File: src/rtl/mem_arb_pkg.sv
`default_nettype none
// ============================================================================
//  Module   : mem_arb_pkg
//  Brief    : Shared types, widths and address helper for the data-memory
//             arbiter.
//  Revision : 1.0  initial release
// ============================================================================
package mem_arb_pkg;

    localparam int c_DATA_W = 32;

    typedef enum logic [1:0] {
        S_CPU      = 2'd0,
        S_IO_FORCE = 2'd1,
        S_IO_LOCK  = 2'd2
    } arb_state_t;

    // Byte address to word address, keeping only the decoded address bits.
    function automatic logic [c_DATA_W-1:0] word_addr(
        input logic [c_DATA_W-1:0] byte_addr,
        input int                  addr_bits
    );
        logic [c_DATA_W-1:0] v_mask;
        v_mask = (c_DATA_W'(1) << (addr_bits - 2)) - c_DATA_W'(1);
        return (byte_addr >> 2) & v_mask;
    endfunction

endpackage
`default_nettype wire

File: src/rtl/arb_sat_counter.sv
`default_nettype none
// ============================================================================
//  Module   : arb_sat_counter
//  Brief    : Saturating up-counter with synchronous clear (clear wins).
//  Revision : 1.0  initial release
// ============================================================================
module arb_sat_counter #(
    parameter int MAX   = 4,
    parameter int WIDTH = (MAX < 1) ? 1 : $clog2(MAX + 1)
) (
    input  logic             clk,
    input  logic             rst,
    input  logic             i_clr,
    input  logic             i_inc,
    output logic [WIDTH-1:0] o_count
);

    localparam logic [WIDTH-1:0] c_MAX = WIDTH'(MAX);

    logic [WIDTH-1:0] r_count;

    always_ff @(posedge clk) begin
        if (rst) begin
            r_count <= '0;
        end else if (i_clr) begin
            r_count <= '0;
        end else if (i_inc && (r_count != c_MAX)) begin
            r_count <= r_count + 1'b1;
        end
    end

    assign o_count = r_count;

endmodule
`default_nettype wire

File: src/rtl/data_mem_arbiter.sv
`default_nettype none
// ============================================================================
//  Module   : data_mem_arbiter
//  Brief    : Single-port data memory arbiter between the MEM stage and an
//             I/O master, with starvation forcing and bounded lock.
//  Revision : 1.0  initial release
// ============================================================================
module data_mem_arbiter
    import mem_arb_pkg::*;
#(
    parameter int ADDR_BITS   = 12,
    parameter int IO_MAX_WAIT = 4,
    parameter int LOCK_MAX    = 8
) (
    input  logic                clk,
    input  logic                reset,
    input  logic                cpu_read,
    input  logic                cpu_write,
    input  logic [c_DATA_W-1:0] cpu_addr,
    input  logic [c_DATA_W-1:0] cpu_wdata,
    output logic [c_DATA_W-1:0] cpu_rdata,
    output logic                cpu_stall,
    input  logic                io_req,
    input  logic                io_we,
    input  logic                io_lock,
    input  logic [c_DATA_W-1:0] io_addr,
    input  logic [c_DATA_W-1:0] io_wdata,
    output logic                io_gnt,
    output logic                io_rvalid,
    output logic [c_DATA_W-1:0] io_rdata,
    output logic                mem_read,
    output logic                mem_write,
    output logic [c_DATA_W-1:0] mem_addr,
    output logic [c_DATA_W-1:0] mem_wdata,
    input  logic [c_DATA_W-1:0] mem_rdata
);

    localparam int c_WCNT_W = (IO_MAX_WAIT < 1) ? 1 : $clog2(IO_MAX_WAIT + 1);
    localparam int c_LCNT_W = (LOCK_MAX < 2) ? 1 : $clog2(LOCK_MAX);
    localparam logic [c_WCNT_W-1:0] c_WAIT_MAX  = c_WCNT_W'(IO_MAX_WAIT);
    localparam logic [c_LCNT_W-1:0] c_LOCK_LAST = c_LCNT_W'(LOCK_MAX - 1);

    arb_state_t          r_state;
    logic                r_lock_blocked;
    logic                r_io_rvalid;
    logic [c_DATA_W-1:0] r_io_rdata;

    logic                w_cpu_req;
    logic                w_cpu_gnt;
    logic                w_io_gnt;
    logic                w_wcnt_inc;
    logic                w_wcnt_clr;
    logic                w_wait_reach;
    logic                w_lock_take;
    logic                w_lock_last;
    logic                w_in_lock;
    logic [c_WCNT_W-1:0] w_wcnt;
    logic [c_LCNT_W-1:0] w_lcnt;
    logic [c_DATA_W-1:0] w_sel_addr;

    assign w_cpu_req = cpu_read | cpu_write;

    always_comb begin
        w_cpu_gnt = 1'b0;
        w_io_gnt  = 1'b0;
        if (!reset) begin
            case (r_state)
                S_CPU: begin
                    w_cpu_gnt = w_cpu_req;
                    w_io_gnt  = io_req & ~w_cpu_req;
                end
                default: begin
                    w_io_gnt = io_req;
                end
            endcase
        end
    end

    // Starvation counter; the edge it saturates on hands the next cycle to I/O.
    assign w_wcnt_inc   = io_req & ~w_io_gnt;
    assign w_wcnt_clr   = ~io_req | w_io_gnt;
    assign w_wait_reach = w_wcnt_inc && (w_wcnt >= (c_WAIT_MAX - 1'b1));

    arb_sat_counter #(
        .MAX   (IO_MAX_WAIT),
        .WIDTH (c_WCNT_W)
    ) u_wcnt (
        .clk     (clk),
        .rst     (reset),
        .i_clr   (w_wcnt_clr),
        .i_inc   (w_wcnt_inc),
        .o_count (w_wcnt)
    );

    // Lock counter idles at zero outside the lock, so it starts fresh on entry.
    assign w_in_lock   = (r_state == S_IO_LOCK);
    assign w_lock_last = (w_lcnt == c_LOCK_LAST);
    assign w_lock_take = w_io_gnt & io_lock & ~r_lock_blocked;

    arb_sat_counter #(
        .MAX   (LOCK_MAX - 1),
        .WIDTH (c_LCNT_W)
    ) u_lcnt (
        .clk     (clk),
        .rst     (reset),
        .i_clr   (~w_in_lock),
        .i_inc   (w_in_lock),
        .o_count (w_lcnt)
    );

    always_ff @(posedge clk) begin
        if (reset) begin
            r_state        <= S_CPU;
            r_lock_blocked <= 1'b0;
            r_io_rvalid    <= 1'b0;
            r_io_rdata     <= '0;
        end else begin
            r_io_rvalid <= w_io_gnt & ~io_we;
            if (w_io_gnt && !io_we) begin
                r_io_rdata <= mem_rdata;
            end

            case (r_state)
                S_CPU: begin
                    if (w_lock_take) begin
                        r_state <= S_IO_LOCK;
                    end else if (w_wait_reach) begin
                        r_state <= S_IO_FORCE;
                    end
                end
                S_IO_FORCE: begin
                    r_state <= w_lock_take ? S_IO_LOCK : S_CPU;
                end
                S_IO_LOCK: begin
                    if (!io_lock || w_lock_last) begin
                        r_state <= S_CPU;
                    end
                end
                default: begin
                    r_state <= S_CPU;
                end
            endcase

            // A timed-out lock stays refused until io_lock is seen low.
            if (!io_lock) begin
                r_lock_blocked <= 1'b0;
            end else if (w_in_lock && w_lock_last) begin
                r_lock_blocked <= 1'b1;
            end
        end
    end

    assign w_sel_addr = w_io_gnt ? io_addr : cpu_addr;
    assign mem_addr   = word_addr(w_sel_addr, ADDR_BITS);
    assign mem_wdata  = w_io_gnt ? io_wdata : cpu_wdata;
    assign mem_read   = (w_cpu_gnt & cpu_read)  | (w_io_gnt & ~io_we);
    assign mem_write  = (w_cpu_gnt & cpu_write) | (w_io_gnt & io_we);

    assign cpu_rdata  = mem_rdata;
    assign cpu_stall  = w_cpu_req & ~w_cpu_gnt & ~reset;
    assign io_gnt     = w_io_gnt;
    assign io_rvalid  = r_io_rvalid;
    assign io_rdata   = r_io_rdata;

endmodule
`default_nettype wire

File: config.mk
export PLATFORM = sky130hd
export DESIGN_NAME = data_mem_arbiter
export DESIGN_NICKNAME = d
export VERILOG_FILES = /design/src/rtl/mem_arb_pkg.sv /design/src/rtl/arb_sat_counter.sv /design/src/rtl/data_mem_arbiter.sv
export SDC_FILE = /design/constraint.sdc
export NUM_CORES = 1
export LEC_CHECK = 0
export ABC_AREA = 1
export BUFFER_PORTS_ARGS = -buffer_cell sky130_fd_sc_hd__buf_2
export CAP_MARGIN = 25
export CELL_PAD_IN_SITES_DETAIL_PLACEMENT = 0
export CELL_PAD_IN_SITES_GLOBAL_PLACEMENT = 1
export CORE_MARGIN = 5
export CORE_UTILIZATION = 22
export DETAILED_ROUTE_END_ITERATION = 16
export GPL_TIMING_DRIVEN = 0
export HOLD_SLACK_MARGIN = 0.05
export PLACE_DENSITY_LB_ADDON = 0.08
export SYNTH_ARGS = -nofsm -noshare
export SYNTH_HDL_FRONTEND = slang
export SYNTH_SLANG_ARGS = --single-unit
File: constraint.sdc
create_clock -name clk -period 3.1 [get_ports clk]
set_clock_uncertainty 0.1 [all_clocks]
set_input_delay 0.62 -clock clk [delete_from_list [all_inputs] [get_ports clk]]
set_output_delay 0.62 -clock clk [all_outputs]
set_load 0.1 [all_outputs]
==> metrics <==
Leakage Power approximately 2.5 nW; Layout Cells excl Fill about 800; cts bufs inserted 5; final max-slew violation count 0; Worst IR Drop VDD 239 uV; largest net degree at the start of global routing 13; Vias ~3.2k; Final Critical Period ~2800 ps; layout cells sized above 1 approximately 48%; quantity of I/O buffers inserted on ports 232; Switch Pwr slightly below 1 mW; grt ovf 0; slowest stage cell, crit path buf_2; Inst Count DP just over 800; clock latency on the worst-skew pair 280 ps; synthesized area 0.00262 mm2; die width approximately 120 um; I/O pin count 300; WS Path Type input pin to output port; clk buf depth 2; Pre-antenna DRT Iters 4; clk root buf clkbuf_16; final WL approximately 10000 um; critical-path cell list buf_2 -> inv_2 -> nand2_1 -> nand2_2 -> nand2_1 -> buf_4 -> buf_2 -> nand2_1 -> nand2_1 -> buf_2; final net count 841; Relative slew margins between 60% and 70%; first-pass GRT wire length roughly 16000 um; ANT cells 0; Hold WC Path Type flip-flop to flip-flop; Mapped Cells between 400 and 500; Avg Vias per Cell between 3 and 4; Site Rows 39; post-route ant nets 0; Slew @ Worst Pin between 500 and 600 ps; initial antenna violation count 0; post-cts sizing count 0; Syn-to-layout area delta 60.9%; Synth area leader dfxtp_1; Comb pwr share a little under half; post-synthesis sequential area ratio 32.1%; status complete, no violations; Sw Share between 40 and 50%; clk slew on worst S/H paths about 60 ps; PD cells ~500 mW/mm2; Core Box Area between 0.01 and 0.015 mm2; Worst Path Arrival ~2000 ps; internal power approximately 1.1 mW; DIE AREA 0.0142 mm2; vias in the first global route between 3k and 4k; Avg Cell Area, Syn approximately 6.4 um2; Critical Path RT about 2400 ps; clock share of power around 28%; drc violations 0; Distinct cells, synth 26; Synth Warn # 0; ys async rst share 0%; CTS tree yes; Placer Congestion around 0.8; CP Max Fanout 10; Final setup viols 0; Flop pwr share between 20% and 30%; Initial Utilization 22.7%; Fmax 360 MHz; delay of the slowest critical-path stage 420 ps; Post-DP HPWL between 8000 and 9000 um; max-cap check violation count 0; cell mode on critical path nand2_1; DR WL/cell around 13 um; RSZ-0062 raised after global routing no; Fin. Hold Viols 0; synth cell count leaders nand2_1, buf_4, dfxtp_1, a21oi_1; period utilisation layout between 80% and 90%; Setup TNS 0 ps; Yosys reg bits 42; 1st-iter DRT viols roughly 160; top-count cell post-synth nand2_1; post-CTS setup buffers 0; clk sinks 42; Post-synth EDFFs 0; All-Layer GR Usage roughly 14%; Primary FF master, synth dfxtp_1; Die H ~120 um; critical path startpoint category input pin; CTS H-tree depth 2; CP endpoint kind output port; post-synth top area share 32.1%; synth top area cells dfxtp_1, nand2_1, buf_4; hold_buf cts 0
worst max-delay path, delay by kind of cell:
kind / cells / cell delay (ps)
buffers and inverters: 5 / 940
and+or+nand+nor: 5 / 490
kinds of logic after synthesis:
family / Yosys count / synth area share [%]
other: 1 / 0.143
AO/OA/AOI/OAI: 39 / 7.60
XOR/XNOR: 1 / 0.335
buffers and inverters: 91 / 22.5
flip-flops: 42 / 32.1
adder cells (fa/ha/maj): 5 / 2.39
AND/OR/NAND/NOR: 230 / 34.9
flip-flops by register name, indices dropped and copies added, names as in the netlist:
register,flops
io_rdata,32
u_lcnt.o_count,3
u_wcnt.o_count,3
io_rvalid,1
r_state,2
r_lock_blocked,1
cell type report:
cell class,count,area [um2]
Fill cell,1316,7310
Multi-Input combinational cell,297,1270
Buffer,73,518
Inverter,18,70.1
Tap cell,143,179
Clock inverter,1,30.0
Clock buffer,6,139
Timing Repair Buffer,232,1160
Sequential cell,42,841
worst paths after layout:
check,from,endpoint,slack (ps),depth (start not counted)
max,cpu_write,mem_wdata[2],330,10
min,r_lock_blocked,r_lock_blocked,360,2
min reg2reg,r_lock_blocked,r_lock_blocked,360,2
max reg2reg,u_lcnt.o_count[0],r_state[0],1660,8
cell usage in the layout, fill, tap and decap left out, drive strengths merged:
cell type    n
dfxtp       42
inv         16
xor2         1
clkinv       2
o22ai        1
nand2      205
nor3         2
conb        22
ha           5
nand3        8
o21ai        3
clkbuf       8
nor2        14
buf        303
a21oi       34
a211oi       1
nand4        1
bufinv       1
stage by stage:
| stage | instance area (um2) | hold WS, ps | total power [mW] | util, % | worst slack [ps] |
|---|---|---|---|---|---|
| CTS | 4210 | 357 | 2.14 | 36.6 | 294 |
| finish | 4210 | 358 | 2.12 | 36.6 | 325 |
| global placement | 4040 | 344 | 1.53 | 35.1 | 294 |
| detailed placement | 4040 | 344 | 1.53 | 35.1 | 301 |
| global route | 4210 | 380 | 2.20 | 36.6 | 115 |
| floorplan | 2700 | 332 | 1.35 | - | 0.606 |
power by group through the flow:
stage	Sequential, mW	Clock [mW]	Combinational, mW
after floorplan	0.614	0	0.740
after global placement	0.566	0	0.961
after detailed placement	0.566	0	0.963
after CTS	0.554	0.620	0.965
after global routing	0.555	0.640	1.00
final	0.554	0.603	0.959
layer usage:
metal	wire length [um]	vias to the layer above	track usage, %
li1	-	1698	-
met1	4250	1342	16.1
met2	5130	150	25.4
met3	1060	2	4.55
met4	10	0	2.17
met5	0	-	0
(Power assumes the default switching activity.)
